===== src/rtl/stack_op_sequencer_if.sv =====
// Command/response handshake bundle between a command source and stack_op_sequencer.
// rsp_flags exists only when STK_SEQ_FLAGS_EN is defined.
interface stack_op_sequencer_if #(
  parameter int WIDTH = 8
);
  logic             cmd_valid;
  logic             cmd_ready;
  logic [2:0]       cmd_op;
  logic [WIDTH-1:0] cmd_data;
  logic             rsp_valid;
  logic             rsp_ready;
  logic [WIDTH-1:0] rsp_data;
  logic [1:0]       rsp_err;
`ifdef STK_SEQ_FLAGS_EN
  logic [1:0]       rsp_flags;

  modport master (
    output cmd_valid, cmd_op, cmd_data, rsp_ready,
    input  cmd_ready, rsp_valid, rsp_data, rsp_err, rsp_flags
  );

  modport slave (
    input  cmd_valid, cmd_op, cmd_data, rsp_ready,
    output cmd_ready, rsp_valid, rsp_data, rsp_err, rsp_flags
  );
`else
  modport master (
    output cmd_valid, cmd_op, cmd_data, rsp_ready,
    input  cmd_ready, rsp_valid, rsp_data, rsp_err
  );

  modport slave (
    input  cmd_valid, cmd_op, cmd_data, rsp_ready,
    output cmd_ready, rsp_valid, rsp_data, rsp_err
  );
`endif
endinterface


===== src/rtl/stack_op_sequencer.sv =====
// Stack-machine command sequencer driving a registered-output LIFO via push/pop/tos strobes.
// Optional STK_SEQ_FLAGS_EN adds {carry, zero} response flags.
module stack_op_sequencer #(
  parameter int WIDTH = 8,
  parameter int DEPTH = 32
) (
  input  logic                   clk,
  input  logic                   rst,
  stack_op_sequencer_if.slave    bus,
  output logic [$clog2(DEPTH):0] depth,
  output logic [WIDTH-1:0]       stk_in,
  output logic                   stk_push,
  output logic                   stk_pop,
  output logic                   stk_tos,
  input  logic [WIDTH-1:0]       stk_out
);

  localparam int DW = $clog2(DEPTH) + 1;
  localparam logic [DW-1:0] DEPTH_FULL = DW'(DEPTH);
  localparam logic [DW-1:0] ONE        = DW'(1);
  localparam logic [DW-1:0] TWO        = DW'(2);

  typedef enum logic [2:0] {
    IDLE,
    POP_A,
    POP_B,
    CALC,
    PUSH,
    READ,
    RESP
  } state_e;

  typedef enum logic [2:0] {
    OP_PUSH = 3'd0,
    OP_POP  = 3'd1,
    OP_TOS  = 3'd2,
    OP_ADD  = 3'd3,
    OP_SUB  = 3'd4,
    OP_AND  = 3'd5,
    OP_OR   = 3'd6,
    OP_NOT  = 3'd7
  } op_e;

  typedef enum logic [1:0] {
    ERR_OK    = 2'b00,
    ERR_UNDER = 2'b01,
    ERR_OVER  = 2'b10
  } err_e;

  state_e           state;
  op_e              op_q;
  logic [WIDTH-1:0] opa;

  op_e              cmd_op_e;
  err_e             cmd_err;
  logic [WIDTH-1:0] alu_r;

  assign cmd_op_e = op_e'(bus.cmd_op);

  function automatic logic is_binary(input op_e op);
    return (op == OP_ADD) || (op == OP_SUB) || (op == OP_AND) || (op == OP_OR);
  endfunction

  // Errors are decided from the tracked depth alone, so a faulting command never strobes the stack.
  // NOTE: every always_comb output gets a default first so no path can infer a latch.
  always_comb begin
    cmd_err = ERR_OK;
    if (cmd_op_e == OP_PUSH) begin
      if (depth == DEPTH_FULL) cmd_err = ERR_OVER;
    end else if (is_binary(cmd_op_e)) begin
      if (depth < TWO) cmd_err = ERR_UNDER;
    end else begin
      if (depth == '0) cmd_err = ERR_UNDER;
    end
  end

  // In CALC, opa holds A (top of stack) and stk_out holds B (the deeper operand).
  always_comb begin
    alu_r = opa;
    unique case (op_q)
      OP_ADD:  alu_r = stk_out + opa;
      OP_SUB:  alu_r = stk_out - opa;
      OP_AND:  alu_r = stk_out & opa;
      OP_OR:   alu_r = stk_out | opa;
      OP_NOT:  alu_r = ~opa;
      default: alu_r = opa;
    endcase
  end

`ifdef STK_SEQ_FLAGS_EN
  logic             alu_c;
  logic             carry_q;
  logic [WIDTH:0]   sum_ext;

  always_comb begin
    sum_ext = {1'b0, stk_out} + {1'b0, opa};
    alu_c   = 1'b0;
    unique case (op_q)
      OP_ADD:  alu_c = sum_ext[WIDTH];
      OP_SUB:  alu_c = (stk_out < opa);
      default: alu_c = 1'b0;
    endcase
  end
`endif

  // NOTE: sequential state uses non-blocking assignments only; the strobes default low each
  // cycle and are overridden below, which makes every strobe exactly one cycle wide.
  always_ff @(posedge clk or posedge rst) begin
    if (rst) begin
      state         <= IDLE;
      op_q          <= OP_PUSH;
      opa           <= '0;
      depth         <= '0;
      stk_in        <= '0;
      stk_push      <= 1'b0;
      stk_pop       <= 1'b0;
      stk_tos       <= 1'b0;
      bus.cmd_ready <= 1'b1;
      bus.rsp_valid <= 1'b0;
      bus.rsp_data  <= '0;
      bus.rsp_err   <= ERR_OK;
`ifdef STK_SEQ_FLAGS_EN
      bus.rsp_flags <= 2'b00;
      carry_q       <= 1'b0;
`endif
    end else begin
      stk_push <= 1'b0;
      stk_pop  <= 1'b0;
      stk_tos  <= 1'b0;

      unique case (state)
        IDLE: begin
          if (bus.cmd_valid) begin
            op_q          <= cmd_op_e;
            bus.cmd_ready <= 1'b0;
`ifdef STK_SEQ_FLAGS_EN
            carry_q       <= 1'b0;
`endif
            if (cmd_err != ERR_OK) begin
              state         <= RESP;
              bus.rsp_valid <= 1'b1;
              bus.rsp_data  <= '0;
              bus.rsp_err   <= cmd_err;
`ifdef STK_SEQ_FLAGS_EN
              bus.rsp_flags <= 2'b00;
`endif
            end else begin
              unique case (cmd_op_e)
                OP_PUSH: begin
                  stk_push <= 1'b1;
                  stk_in   <= bus.cmd_data;
                  depth    <= depth + ONE;
                  state    <= PUSH;
                end
                OP_TOS: begin
                  stk_tos <= 1'b1;
                  state   <= POP_A;
                end
                default: begin
                  stk_pop <= 1'b1;
                  depth   <= depth - ONE;
                  state   <= POP_A;
                end
              endcase
            end
          end
        end

        // First strobe is in flight; binary ops fire the second pop right behind it.
        POP_A: begin
          if (is_binary(op_q)) begin
            stk_pop <= 1'b1;
            depth   <= depth - ONE;
            state   <= POP_B;
          end else begin
            state <= READ;
          end
        end

        POP_B: begin
          opa   <= stk_out;
          state <= CALC;
        end

        READ: begin
          if (op_q == OP_NOT) begin
            opa   <= stk_out;
            state <= CALC;
          end else begin
            bus.rsp_valid <= 1'b1;
            bus.rsp_data  <= stk_out;
            bus.rsp_err   <= ERR_OK;
`ifdef STK_SEQ_FLAGS_EN
            bus.rsp_flags <= {1'b0, (stk_out == '0)};
`endif
            state         <= RESP;
          end
        end

        CALC: begin
          stk_push <= 1'b1;
          stk_in   <= alu_r;
          depth    <= depth + ONE;
`ifdef STK_SEQ_FLAGS_EN
          carry_q  <= alu_c;
`endif
          state    <= PUSH;
        end

        // stk_in still holds the value being pushed, which is also the response payload.
        PUSH: begin
          bus.rsp_valid <= 1'b1;
          bus.rsp_data  <= stk_in;
          bus.rsp_err   <= ERR_OK;
`ifdef STK_SEQ_FLAGS_EN
          bus.rsp_flags <= {carry_q, (stk_in == '0)};
`endif
          state         <= RESP;
        end

        RESP: begin
          if (bus.rsp_ready) begin
            bus.rsp_valid <= 1'b0;
            bus.cmd_ready <= 1'b1;
            state         <= IDLE;
          end
        end

        default: begin
          bus.rsp_valid <= 1'b0;
          bus.cmd_ready <= 1'b1;
          state         <= IDLE;
        end
      endcase
    end
  end

  a_one_strobe : assert property (@(posedge clk) disable iff (rst)
    $onehot0({stk_push, stk_pop, stk_tos}));

  a_depth_bound : assert property (@(posedge clk) disable iff (rst)
    depth <= DEPTH_FULL);

  a_rsp_hold : assert property (@(posedge clk) disable iff (rst)
    (bus.rsp_valid && !bus.rsp_ready) |=>
      (bus.rsp_valid && $stable(bus.rsp_data) && $stable(bus.rsp_err)));

endmodule


===== src/flat_wrapper.sv =====
// flat-port wrapper written by rule: the top's interface ports become plain ports
module stack_op_sequencer_flat 
#(
  parameter int WIDTH = 8,
  parameter int DEPTH = 32
)
  (clk, rst, depth, stk_in, stk_push, stk_pop, stk_tos, stk_out, bus_cmd_valid, bus_cmd_op, bus_cmd_data, bus_rsp_ready, bus_cmd_ready, bus_rsp_valid, bus_rsp_data, bus_rsp_err);
  stack_op_sequencer_if #(.WIDTH(WIDTH)) bus_i ();
  input  logic clk;
  input  logic rst;
  output logic [$clog2(DEPTH):0] depth;
  output logic [WIDTH-1:0] stk_in;
  output logic stk_push;
  output logic stk_pop;
  output logic stk_tos;
  input  logic [WIDTH-1:0] stk_out;
  input wire logic [$bits(bus_i.cmd_valid)-1:0] bus_cmd_valid;
  input wire logic [$bits(bus_i.cmd_op)-1:0] bus_cmd_op;
  input wire logic [$bits(bus_i.cmd_data)-1:0] bus_cmd_data;
  input wire logic [$bits(bus_i.rsp_ready)-1:0] bus_rsp_ready;
  output wire logic [$bits(bus_i.cmd_ready)-1:0] bus_cmd_ready;
  output wire logic [$bits(bus_i.rsp_valid)-1:0] bus_rsp_valid;
  output wire logic [$bits(bus_i.rsp_data)-1:0] bus_rsp_data;
  output wire logic [$bits(bus_i.rsp_err)-1:0] bus_rsp_err;
  assign bus_i.cmd_valid = bus_cmd_valid;
  assign bus_i.cmd_op = bus_cmd_op;
  assign bus_i.cmd_data = bus_cmd_data;
  assign bus_i.rsp_ready = bus_rsp_ready;
  assign bus_cmd_ready = bus_i.cmd_ready;
  assign bus_rsp_valid = bus_i.rsp_valid;
  assign bus_rsp_data = bus_i.rsp_data;
  assign bus_rsp_err = bus_i.rsp_err;
  stack_op_sequencer #(.WIDTH(WIDTH), .DEPTH(DEPTH)) u_core (.clk(clk), .rst(rst), .bus(bus_i), .depth(depth), .stk_in(stk_in), .stk_push(stk_push), .stk_pop(stk_pop), .stk_tos(stk_tos), .stk_out(stk_out));
endmodule

===== config.mk =====
export PLATFORM = sky130hd
export DESIGN_NAME = stack_op_sequencer_flat
export DESIGN_NICKNAME = d
export VERILOG_FILES = /design/src/rtl/stack_op_sequencer_if.sv /design/src/rtl/stack_op_sequencer.sv /design/src/flat_wrapper.sv
export SDC_FILE = /design/constraint.sdc
export NUM_CORES = 1
export LEC_CHECK = 0
export ABC_AREA = 1
export CAP_MARGIN = 20
export CORE_MARGIN = 5
export CORE_UTILIZATION = 59
export DETAILED_ROUTE_END_ITERATION = 6
export PLACE_DENSITY = 0.87
export SYNTH_ARGS = -nofsm -noshare
export SYNTH_HDL_FRONTEND = slang
export SYNTH_SLANG_ARGS = --single-unit

===== constraint.sdc =====
create_clock -name clk -period 7.28 [get_ports clk]
set_clock_uncertainty 0.1 [all_clocks]
set_input_delay 2.184 -clock clk [delete_from_list [all_inputs] [get_ports clk]]
set_output_delay 2.184 -clock clk [all_outputs]
set_load 0.005 [all_outputs]

==> results of run 1 <==
[worst paths after layout]
check                                 startpoint                      to  slack [ps]  cells past startpoint
setup / recovery                   bus_cmd_op[1]  u_core.bus.rsp_data[6]        3120                     10
hold / removal             u_core.bus.rsp_err[1]   u_core.bus.rsp_err[1]         390                      2
setup reg to reg                   u_core.opa[0]        u_core.stk_in[7]        4390                     20
hold reg to reg            u_core.bus.rsp_err[1]   u_core.bus.rsp_err[1]         390                      2
max in group asynchronous                    rst           u_core.opa[5]        4480                      3
min in group asynchronous                    rst   u_core.bus.rsp_err[0]        2210                      3
[worst register-to-register path: cells and delay by family, from the launching register on]
kind | cells | cell delay (ps)
compound gates | 3 | 560
simple gates | 8 | 590
fa+ha+maj | 2 | 490
flops | 1 | 440
xor+xnor | 1 | 170
buf+inv | 6 | 470
[synth_stat cells (all sizes together)]
master     n  area, sq um
a21oi     15         75.1
o22ai      4         25.0
xnor2      2         17.5
and3       1         6.26
a31oi      4         40.0
ha        13          163
nand2    128          523
a21o       2         15.0
or2        2         12.5
buf        6         40.0
o21bai     1         7.51
o221ai     1         8.76
dfrtp     42         1050
nor2      31          174
nand3     33          170
xor2      12          105
a22oi      2         15.0
o21ai     51          278
a21boi     1         7.51
dfstp      1         26.3
o2111ai    1         8.76
clkbuf     3         21.3
o211ai     2         15.0
nand4     17          106
nor3      10         55.1
inv       67          252
fa         1         20.0
o31ai      2         15.0
nand3b     3         22.5
clkinv     1         8.76
[cells by family (layout without fill, tap and decap cells)]
kind of cell	count (synthesis)	in the layout
buffers and inverters	77	128
DFF	43	43
AOI/OAI and AO/OA	86	86
and+or+nand+nor	225	225
xor gates and xnor gates	14	14
adders and majority gates	14	14
[layer usage]
metal  wire (um)  GRT usage [%]  share of wire (%)  vias to the layer above
li1            -              -                  -                     1616
met1        3780           33.9                 43                     1481
met2        4010           40.1                 46                      188
met3         817           4.42                9.3                       24
met4         199           9.64                2.3                        0
met5           0           3.50                  0                        -
[power groups by stage]
stage | Sequential (mW) | Clock, mW | Combinational (mW)
final | 0.473 | 0.163 | 1.22
after global placement | 0.468 | 0 | 1.16
after CTS | 0.470 | 0.164 | 1.21
after floorplan | 0.436 | 0 | 0.903
after global routing | 0.489 | 0.176 | 1.37
after detailed placement | 0.473 | 0 | 1.20
[stage by stage]
step / setup WS, ps / hold WS [ps] / std cells / total power [mW]
CTS: 3170 / 384 / 582 / 1.84
global placement: 3020 / 356 / 574 / 1.63
floorplan: 3690 / 364 / 459 / 1.34
finish: 3120 / 389 / 582 / 1.85
detailed placement: 2860 / 361 / 574 / 1.67
global route: 2870 / 418 / 582 / 2.03
[cell type report]
class                           count  area [sq um]  area share, %
Multi-Input combinational cell    339          1890           48.1
Tap cell                           72          90.1           2.30
Timing Repair Buffer               52           518           13.2
Inverter                           68           260           6.63
Sequential cell                    43          1080           27.5
Clock buffer                        5          68.8           1.75
Clock inverter                      3          23.8          0.606
[flip-flops by register name (all words and copies together), names as in the netlist]
signal	cells
u_core.bus.rsp_err	2
u_core.stk_in	8
u_core.stk_tos	1
u_core.depth	6
u_core.stk_push	1
u_core.opa	8
u_core.bus.cmd_ready	1
u_core.bus.rsp_data	8
u_core.stk_pop	1
u_core.op_q	3
u_core.bus.rsp_valid	1
u_core.state	3
==> summary.md, run 1 <==
| Metric | Value |
|---|---|
| Status | `complete, no violations` |
| Worst vdd ir | `about 0.26 mV` |
| Reg power frac | `between 20% and 30%` |
| Largest family of logic cells by synthesized area | `simple AND/OR/NAND/NOR gates` |
| Leakage | `approximately 1.9 nW` |
| Root Buffer | `clkbuf_8` |
| Crit Path Max Fanout | `12` |
| Average size of a mapped cell | `~7.2 sq um` |
| Routed vias/inst | `~5.7` |
| Worst-path clk slew | `around 90 ps` |
| Most frequent cells in the layout | `nand2_1 (117), inv_1 (60), clkdlybuf4s50_1 (51)` |
| Detailed Place HPWL | `approximately 7000 um` |
| Fin. Hold Viols | `0` |
| DRT Wirelength | `8810 um` |
| Top-level port count | `between 50 and 60` |
| Most frequent CP cell | `nand2_1` |
| CP delay by family, top | `simple AND/OR/NAND/NOR gates` |
| Starting Density | `approximately 60%` |
| Synth Area in Adders | `under 10%` |
| PortBufs | `between 50 and 60` |
| Final Slew Violations | `0` |
| Critical-path cell list | `clkdlybuf4s50_1 -> a21o_1 -> nand2_1 -> nand4_1 -> nand3_1 -> nand2_1 -> nand2_1 -> nand3_1 -> nand2_1 -> nand2_1` |
| PD cells | `472 mW/mm^2` |
| First DRT Iteration DRCs | `260` |
| CP Capture Type | `register` |
| Simple-gate share of the synthesized area | `between 30% and 40%` |
| Overall routing resource usage | `between 20 and 30%` |
| Crit path required time | `7380 ps` |
| WP buf/inv | `1` |
| Power share of the clock group | `about 8.8%` |
| CTS tree | `yes` |
| Switch share | `around half` |
| Clock Latency Late Sink | `between 300 and 400 ps` |
| Min-Delay Path Class | `reg -> reg` |
| H-Tree Depth | `2` |
| FMAX | `~240 MHz` |
| Layout Nets | `approximately 550` |
| Xor and xnor area share after synthesis | `under 10%` |
| Final setup TNS | `0 ps` |
| Final setup viols | `0` |
| Number of remaining DRC errors | `0` |
| Combinational cell fraction of total power | `about two thirds` |
| Core area | `between 0.005 and 0.006 sq mm` |
| First-pass GRT wire length | `roughly 15000 um` |
| Slew headroom | `slightly below 50%` |
| Initial antenna violation count | `0` |
| CTS sink count | `43` |
| Most common cell after layout, fill and taps aside | `nand2_1` |
| Yosys warns | `0` |
| Compound-cell area share of the yosys netlist | `15.5%` |
| Final Critical Period | `around 4200 ps` |
| Vias | `~3300` |
| WP data arrival | `4260 ps` |
| Post-CTS Setup Inserts | `0` |
| Post-route cell area | `0.00392 sq mm` |
| Final ANT Viol Nets | `0` |
| Routed WL per cell | `about 15 um` |
| Ant. Diodes | `0` |
| Die area | `a little over 0.007 sq mm` |
| First-pass DRT Iterations | `5` |
| Crit-path slowest cell | `clkdlybuf4s50_1` |
| Layout cells sized above 1 | `9.22%` |
| Clock buffer depth | `2` |
| Multiplexer area fraction after synthesis | `0%` |
| Hold Buf Count CTS | `0` |
| Number of synthesized register bits | `43` |
| Placer Congestion | `between 0.9 and 1` |
| Critical path type | `in -> reg` |
| Final design utilization | `between 70 and 80%` |
| Setup crit start kind | `input pin` |
| Max-cap violations | `0` |
| Mapped Area | `approximately 0.0033 sq mm` |
| Net Switching | `around 0.95 mW` |
| Pint | `0.898 mW` |
| Die height | `around 85 um` |
| DIE WIDTH | `roughly 85 um` |
| Vias in the first global route | `approximately 3200` |
| Tcrit/Tclk final | `57.1%` |
| Row cnt | `27` |
| Area Overhead vs Synth | `19.5%` |
| Worst-Margin Slew | `around 760 ps` |
| Total global routing overflow | `0` |
| TritonCTS Buffers | `5` |
| Cell variety after synth | `43` |
| Cell Area, Placed | `0.00383 sq mm` |
| Post-Syn Nets | `496` |
| Layout fillers | `about 450` |
| Mapped Cells | `459` |
| RSZ-0062 raised after global routing | `false` |
| Sequential fraction of the synthesis area | `approximately a third` |
| Crit-path max cell delay | `between 400 and 500 ps` |
| Largest net degree at the start of global routing | `44` |
| Post_cts resized | `0` |
(Power assumes the default switching activity.)
==> run 2: changes to the inputs <==
Settings changed: CORE_UTILIZATION 59 to 49, PLACE_DENSITY 0.87 to 0.77.
Clock period 7.28 ns to 3.7 ns, I/O delays scaled along.
==> run 2 against run 1 <==
Compared with the run above: highest routed layer unchanged; sequential share of layout area is 0.23 points lower; critical path type is now reg -> reg; non-clock buffer count is 2 higher; design area is 0.83% higher; critical path depth is 10 higher; core utilization is 10 points lower.
==> summary.md, run 2 (synthesis gave the netlist of run 1 again) <==
| Metric | Value |
|---|---|
| R2R setup slack | `approximately 800 ps` |
| DIE WIDTH | `~92 um` |
| Root Buffer | `clkbuf_8` |
| Tcrit/Tclk final | `between 70% and 80%` |
| Reg2reg path depth | `20` |
| Placer Congestion | `around 0.93` |
| Die area | `about 0.0084 sq mm` |
| Stages on the worst setup path | `20` |
| Detailed Place HPWL | `about 7000 um` |
| Met2 GRT Util | `33.8%` |
| Crit. Startpoint | `u_core.opa[0]` |
| Crit-path max cell delay | `~440 ps` |
| Leakage | `1.94 nW` |
| H-Tree Depth | `2` |
| RSZ-0062 raised after global routing | `false` |
| CP Capture Type | `register` |
| Critical path endpoint | `u_core.stk_in[7]` |
| Global route hottest layer | `met2` |
| First-pass GRT wire length | `approximately 15000 um` |
| Slew headroom | `between 60% and 70%` |
| Final Critical Period | `about 2900 ps` |
| Max-cap violations | `0` |
| Worst vdd ir | `roughly 0.5 mV` |
| PD cells | `927 mW/mm^2` |
| Top-level port count | `between 50 and 60` |
| Power Total | `3.67 mW` |
| Hold Buf Count CTS | `0` |
| Post-Place Worst Slack | `around 550 ps` |
| Final setup TNS | `0 ps` |
| CTS sink count | `43` |
| Overall routing resource usage | `a little over a fifth` |
| Initial antenna violation count | `0` |
| CTS tree | `yes` |
| Starting Density | `approximately 51%` |
| TritonCTS Buffers | `5` |
| Crit path required time | `~3800 ps` |
| Final design utilization | `roughly three fifths` |
| Layout fillers | `606` |
| Ant. Diodes | `0` |
| Final ANT Viol Nets | `0` |
| Cell Area, Placed | `approximately 0.0039 sq mm` |
| RR Endpoint | `u_core.stk_in[7]` |
| Critical path type | `reg -> reg` |
| Clock Latency Late Sink | `310 ps` |
| DRT Wirelength | `between 8000 and 9000 um` |
| Worst-path clk slew | `roughly 80 ps` |
| Vias | `between 3000 and 4000` |
| Setup crit start kind | `register` |
| Number of remaining DRC errors | `0` |
| Area Overhead vs Synth | `20.5%` |
| Post_cts resized | `0` |
| Most common cell after layout, fill and taps aside | `nand2_1` |
| Worst-Margin Slew | `roughly 600 ps` |
| Fin. Hold Viols | `0` |
| Met3 track demand over resource | `about 3.8%` |
| Layout cells sized above 1 | `9.57%` |
| Clock buffer depth | `2` |
| Routed WL per cell | `14.8 um` |
| PortBufs | `51` |
| Critical-path cell list | `inv_1 -> ha_1 -> inv_1 -> nor3_1 -> inv_1 -> o31ai_1 -> xor2_1 -> inv_1 -> ha_1 -> nand2_1 -> inv_1 -> nand2_1 -> nand2_1 -> a21oi_1 -> inv_1 -> nand2_1 -> nand3_1 -> nand2_1 -> nand2_1 -> a21oi_1` |
| FMAX | `344 MHz` |
| Post-route cell area | `0.00396 sq mm` |
| Status | `complete, no violations` |
| First DRT Iteration DRCs | `roughly 300` |
| Die height | `~92 um` |
| Hold path startpoint | `u_core.bus.rsp_data[4]` |
| Met1 Use GR | `between 30 and 40%` |
| Crit-path slowest cell | `dfrtp_1` |
| Worst reg2reg startpoint | `u_core.opa[0]` |
| Largest net degree at the start of global routing | `29` |
| Vias in the first global route | `3064` |
| WP data arrival | `around 3000 ps` |
| Final Slew Violations | `0` |
| Top flop regs | `u_core.bus.rsp_data x8, u_core.opa x8, u_core.stk_in x8` |
| Layout Nets | `548` |
| Routed vias/inst | `around 5.6` |
| Row cnt | `29` |
| Crit Path Max Fanout | `5` |
| Core area | `0.00642 sq mm` |
| First-pass DRT Iterations | `5` |
| Total global routing overflow | `0` |
| Fin worst setup slack | `795 ps` |
| Most frequent cells in the layout | `nand2_1 (117), inv_1 (59), clkdlybuf4s50_1 (51)` |
| Min-Delay Path Class | `reg -> reg` |
| Final setup viols | `0` |
| Post-CTS Setup Inserts | `0` |
| CP delay by family, top | `simple AND/OR/NAND/NOR gates` |
| WP buf/inv | `6` |
-- run 2: cell count changes in the layout (fill, tap and decap cells not counted), sizes merged --
cell / change
clkinvlp: -1
inv: -2
buf: +2
clkinv: +1
clkbuf: +2
-- run 2: final cells by class --
type / count / area, sq um / area share [%]
Clock buffer: 7 / 96.3 / 2.44
Multi-Input combinational cell: 339 / 1890 / 47.7
Inverter: 68 / 260 / 6.58
Tap cell: 77 / 96.3 / 2.44
Clock inverter: 1 / 7.51 / 0.190
Sequential cell: 43 / 1080 / 27.2
Timing Repair Buffer: 54 / 533 / 13.5
-- run 2: worst reg2reg max path, delay by kind of cell, from the launching register on --
kind | cells | cell delay [ps]
DFF | 1 | 440
and+or+nand+nor | 8 | 610
xor gates and xnor gates | 1 | 170
AOI/OAI and AO/OA | 3 | 540
buffers and inverters | 6 | 490
adders and majority gates | 2 | 490
-- run 2: how the worst min path moves through the flow --
stage,depth (start not counted),slack (ps),endpoint
floorplan,2,360,u_core.bus.rsp_valid
global placement,2,360,u_core.bus.rsp_data[5]
detailed placement,2,360,u_core.bus.rsp_data[4]
CTS,2,380,u_core.bus.rsp_data[4]
global route,2,410,u_core.bus.rsp_err[0]
finish,2,380,u_core.bus.rsp_data[4]
-- run 2: power breakdown --
part	internal [mW]	leakage (nW)	switching, mW
Combinational	0.969	1.35	1.43
Sequential	0.678	0.541	0.246
Clock	0.170	0.0505	0.175
Total	1.82	1.94	1.85
-- run 2: routing by layer --
metal	routed length [um]	part of all wire [%]
met3	618	7.1
met2	3920	45
met5	0	0
met1	4070	47
met4	126	1.4
-- run 2: stage by stage --
stage,hold WS (ps),std cells
after CTS,384,589
after detailed placement,362,581
after global placement,356,581
final,378,589
after floorplan,364,459
after global routing,413,589
==> run 3: changes to the inputs <==
Clock period 3.7 ns to 2.5 ns, I/O delays scaled along.
==> run 3 against run 2 <==
Compared with the run above: largest power group unchanged; combinational power rose by 77%; first-iteration DRC count rose by 38%; sequential share of layout area decreased by 2.3 points; flip-flop and latch count did not move; fmax increased by 19%; critical endpoint unchanged; routed wire length grew 4.8%; via count increased by 6.1%; final cell count grew 6.3%; critical path depth unchanged.
==> summary.md, run 3 (synthesis gave the netlist of run 1 again) <==
| Metric | Value |
|---|---|
| Status | `complete, no violations` |
| Min-Delay Path Class | `reg -> reg` |
| Root Buffer | `clkbuf_8` |
| Most common cell after layout, fill and taps aside | `nand2_1` |
| PD cells | `1390 mW/mm^2` |
| CTS tree | `yes` |
| Critical path type | `reg -> reg` |
| Starting Density | `~51%` |
| Final design utilization | `between 60% and 70%` |
| Final ANT Viol Nets | `0` |
| Crit path required time | `around 2600 ps` |
| Top flop regs | `u_core.bus.rsp_data x8, u_core.opa x8, u_core.stk_in x8` |
| Hold Buf Count CTS | `0` |
| Vias in the first global route | `between 3000 and 4000` |
| Die height | `91.9 um` |
| Core area | `0.00642 sq mm` |
| Slew headroom | `61.9%` |
| Worst vdd ir | `between 0.7 and 0.8 mV` |
| Fin Hold WS | `377 ps` |
| Initial antenna violation count | `0` |
| First DRT Iteration DRCs | `about 410` |
| Final Slew Violations | `0` |
| Most frequent cells in the layout | `nand2_1 (115), inv_1 (53), clkdlybuf4s50_1 (51)` |
| PortBufs | `between 50 and 60` |
| Detailed Place HPWL | `about 7200 um` |
| Max-cap violations | `0` |
| Top-level port count | `52` |
| Layout cells sized above 1 | `a little under a fifth` |
| CTS sink count | `43` |
| Routed vias/inst | `between 5 and 6` |
| Fin. Hold Viols | `0` |
| DIE WIDTH | `91.9 um` |
| Worst-Margin Slew | `between 500 and 600 ps` |
| CP Capture Type | `register` |
| Crit. Startpoint | `u_core.opa[0]` |
| Most frequent CP cell | `nand2_1` |
| Routed WL per cell | `approximately 15 um` |
| Row cnt | `29` |
| Ant. Diodes | `0` |
| R2R setup slack | `approximately 54 ps` |
| Hold path depth | `2` |
| Placer Congestion | `0.916` |
| H-Tree Depth | `2` |
| Total global routing overflow | `0` |
| TritonCTS Buffers | `5` |
| Crit-path max cell delay | `~390 ps` |
| First-pass GRT wire length | `around 15000 um` |
| First-pass DRT Iterations | `5` |
| Layout fillers | `~550` |
| Power Total | `approximately 6.0 mW` |
| Critical path endpoint | `u_core.stk_in[7]` |
| Tcrit/Tclk final | `97.9%` |
| CP delay by family, top | `simple AND/OR/NAND/NOR gates` |
| Worst-path clk slew | `~90 ps` |
| Clock Latency Late Sink | `300 ps` |
| WP buf/inv | `6` |
| Post-route cell area | `around 0.0043 sq mm` |
| Crit-path slowest cell | `dfrtp_1` |
| Final Critical Period | `around 2400 ps` |
| DRT Wirelength | `9160 um` |
| RR Endpoint | `u_core.stk_in[7]` |
| Vias | `~3500` |
| Layout Nets | `about 590` |
| Stages on the worst setup path | `20` |
| WP data arrival | `~2600 ps` |
| Die area | `0.00844 sq mm` |
| Critical-path cell list | `inv_2 -> ha_1 -> inv_2 -> nor3_2 -> inv_2 -> o31ai_4 -> xor2_1 -> inv_1 -> ha_4 -> nand2_4 -> inv_1 -> nand2_1 -> nand2_1 -> a21oi_2 -> inv_1 -> nand2_1 -> nand3_1 -> nand2_1 -> nand2_1 -> a21oi_1` |
| Area Overhead vs Synth | `31.7%` |
| Largest net degree at the start of global routing | `between 40 and 50` |
| Reg2reg path depth | `20` |
| Crit Path Max Fanout | `3` |
| FMAX | `between 400 and 500 MHz` |
| RSZ-0062 raised after global routing | `true` |
| Worst reg2reg startpoint | `u_core.opa[0]` |
| Overall routing resource usage | `roughly 22%` |
| Cell Area, Placed | `roughly 0.0041 sq mm` |
| Leakage | `about 2.1 nW` |
| Number of remaining DRC errors | `0` |
| Setup crit start kind | `register` |
| Final setup viols | `0` |
| Clock buffer depth | `2` |
run 3: cell count changes in the layout (fill, tap and decap cells not counted), sizes merged:
cell and delta:
clkbuf -1, buf +37, clkinv +1
run 3: where the power goes:
part / total, mW / switching, mW / internal [mW]
Combinational: 4.25 / 2.39 / 1.87
Sequential: 1.31 / 0.302 / 1.00
Clock: 0.455 / 0.259 / 0.196
Total: 6.02 / 2.95 / 3.07
run 3: layout make-up:
type | instances | area, sq um | share of cell area [%]
Inverter | 68 | 260 | 6.02
Clock buffer | 6 | 72.6 | 1.68
Multi-Input combinational cell | 339 | 1980 | 45.8
Tap cell | 77 | 96.3 | 2.23
Timing Repair Buffer | 91 | 823 | 19.0
Sequential cell | 43 | 1080 | 24.9
Clock inverter | 2 | 12.5 | 0.289
run 3: metrics by stage:
| stage | setup TNS (ps) | worst slack, ps | instances |
|---|---|---|---|
| 2_1_floorplan | 0 | 3.51 | 459 |
| 3_3_place_gp | -1350 | -236 | 616 |
| 3_5_place_dp | -2510 | -311 | 616 |
| 4_1_cts | -36.6 | -36.6 | 624 |
| 5_1_grt | -137 | -69.1 | 626 |
| 6_report | 0 | 53.5 | 626 |
run 3: how the worst min path moves through the flow:
stage	to	from	slack, ps
floorplan	u_core.bus.rsp_valid	u_core.bus.rsp_valid	360
global placement	u_core.bus.rsp_data[5]	u_core.bus.rsp_data[5]	350
detailed placement	u_core.bus.rsp_data[1]	u_core.bus.rsp_data[1]	360
CTS	u_core.bus.rsp_data[1]	u_core.bus.rsp_data[1]	380
global route	u_core.bus.rsp_data[3]	u_core.bus.rsp_data[3]	400
finish	u_core.bus.rsp_data[1]	u_core.bus.rsp_data[1]	380
run 3: metal layers:
| metal | GRT usage [%] | part of all wire (%) |
|---|---|---|
| met4 | 6.81 | 1.9 |
| met2 | 35.3 | 46 |
| met1 | 30.1 | 44 |
| met5 | 0 | 0 |
| met3 | 4.50 | 8.0 |
run 3: worst reg2reg max path: cells and delay by family, from the launching register on:
| kind | cells | cell delay, ps |
|---|---|---|
| compound gates | 3 | 440 |
| xor+xnor | 1 | 170 |
| fa+ha+maj | 2 | 390 |
| buf+inv | 6 | 350 |
| flops | 1 | 390 |
| simple gates | 8 | 520 |
run 3: repair_timing:
| action | CTS | global route |
|---|---|---|
| pin swaps | 2 | 5 |
| buffers inserted | 0 | 2 |
| resized for setup | 8 | 20 |
| endpoints found under the setup margin | 2 | 6 |
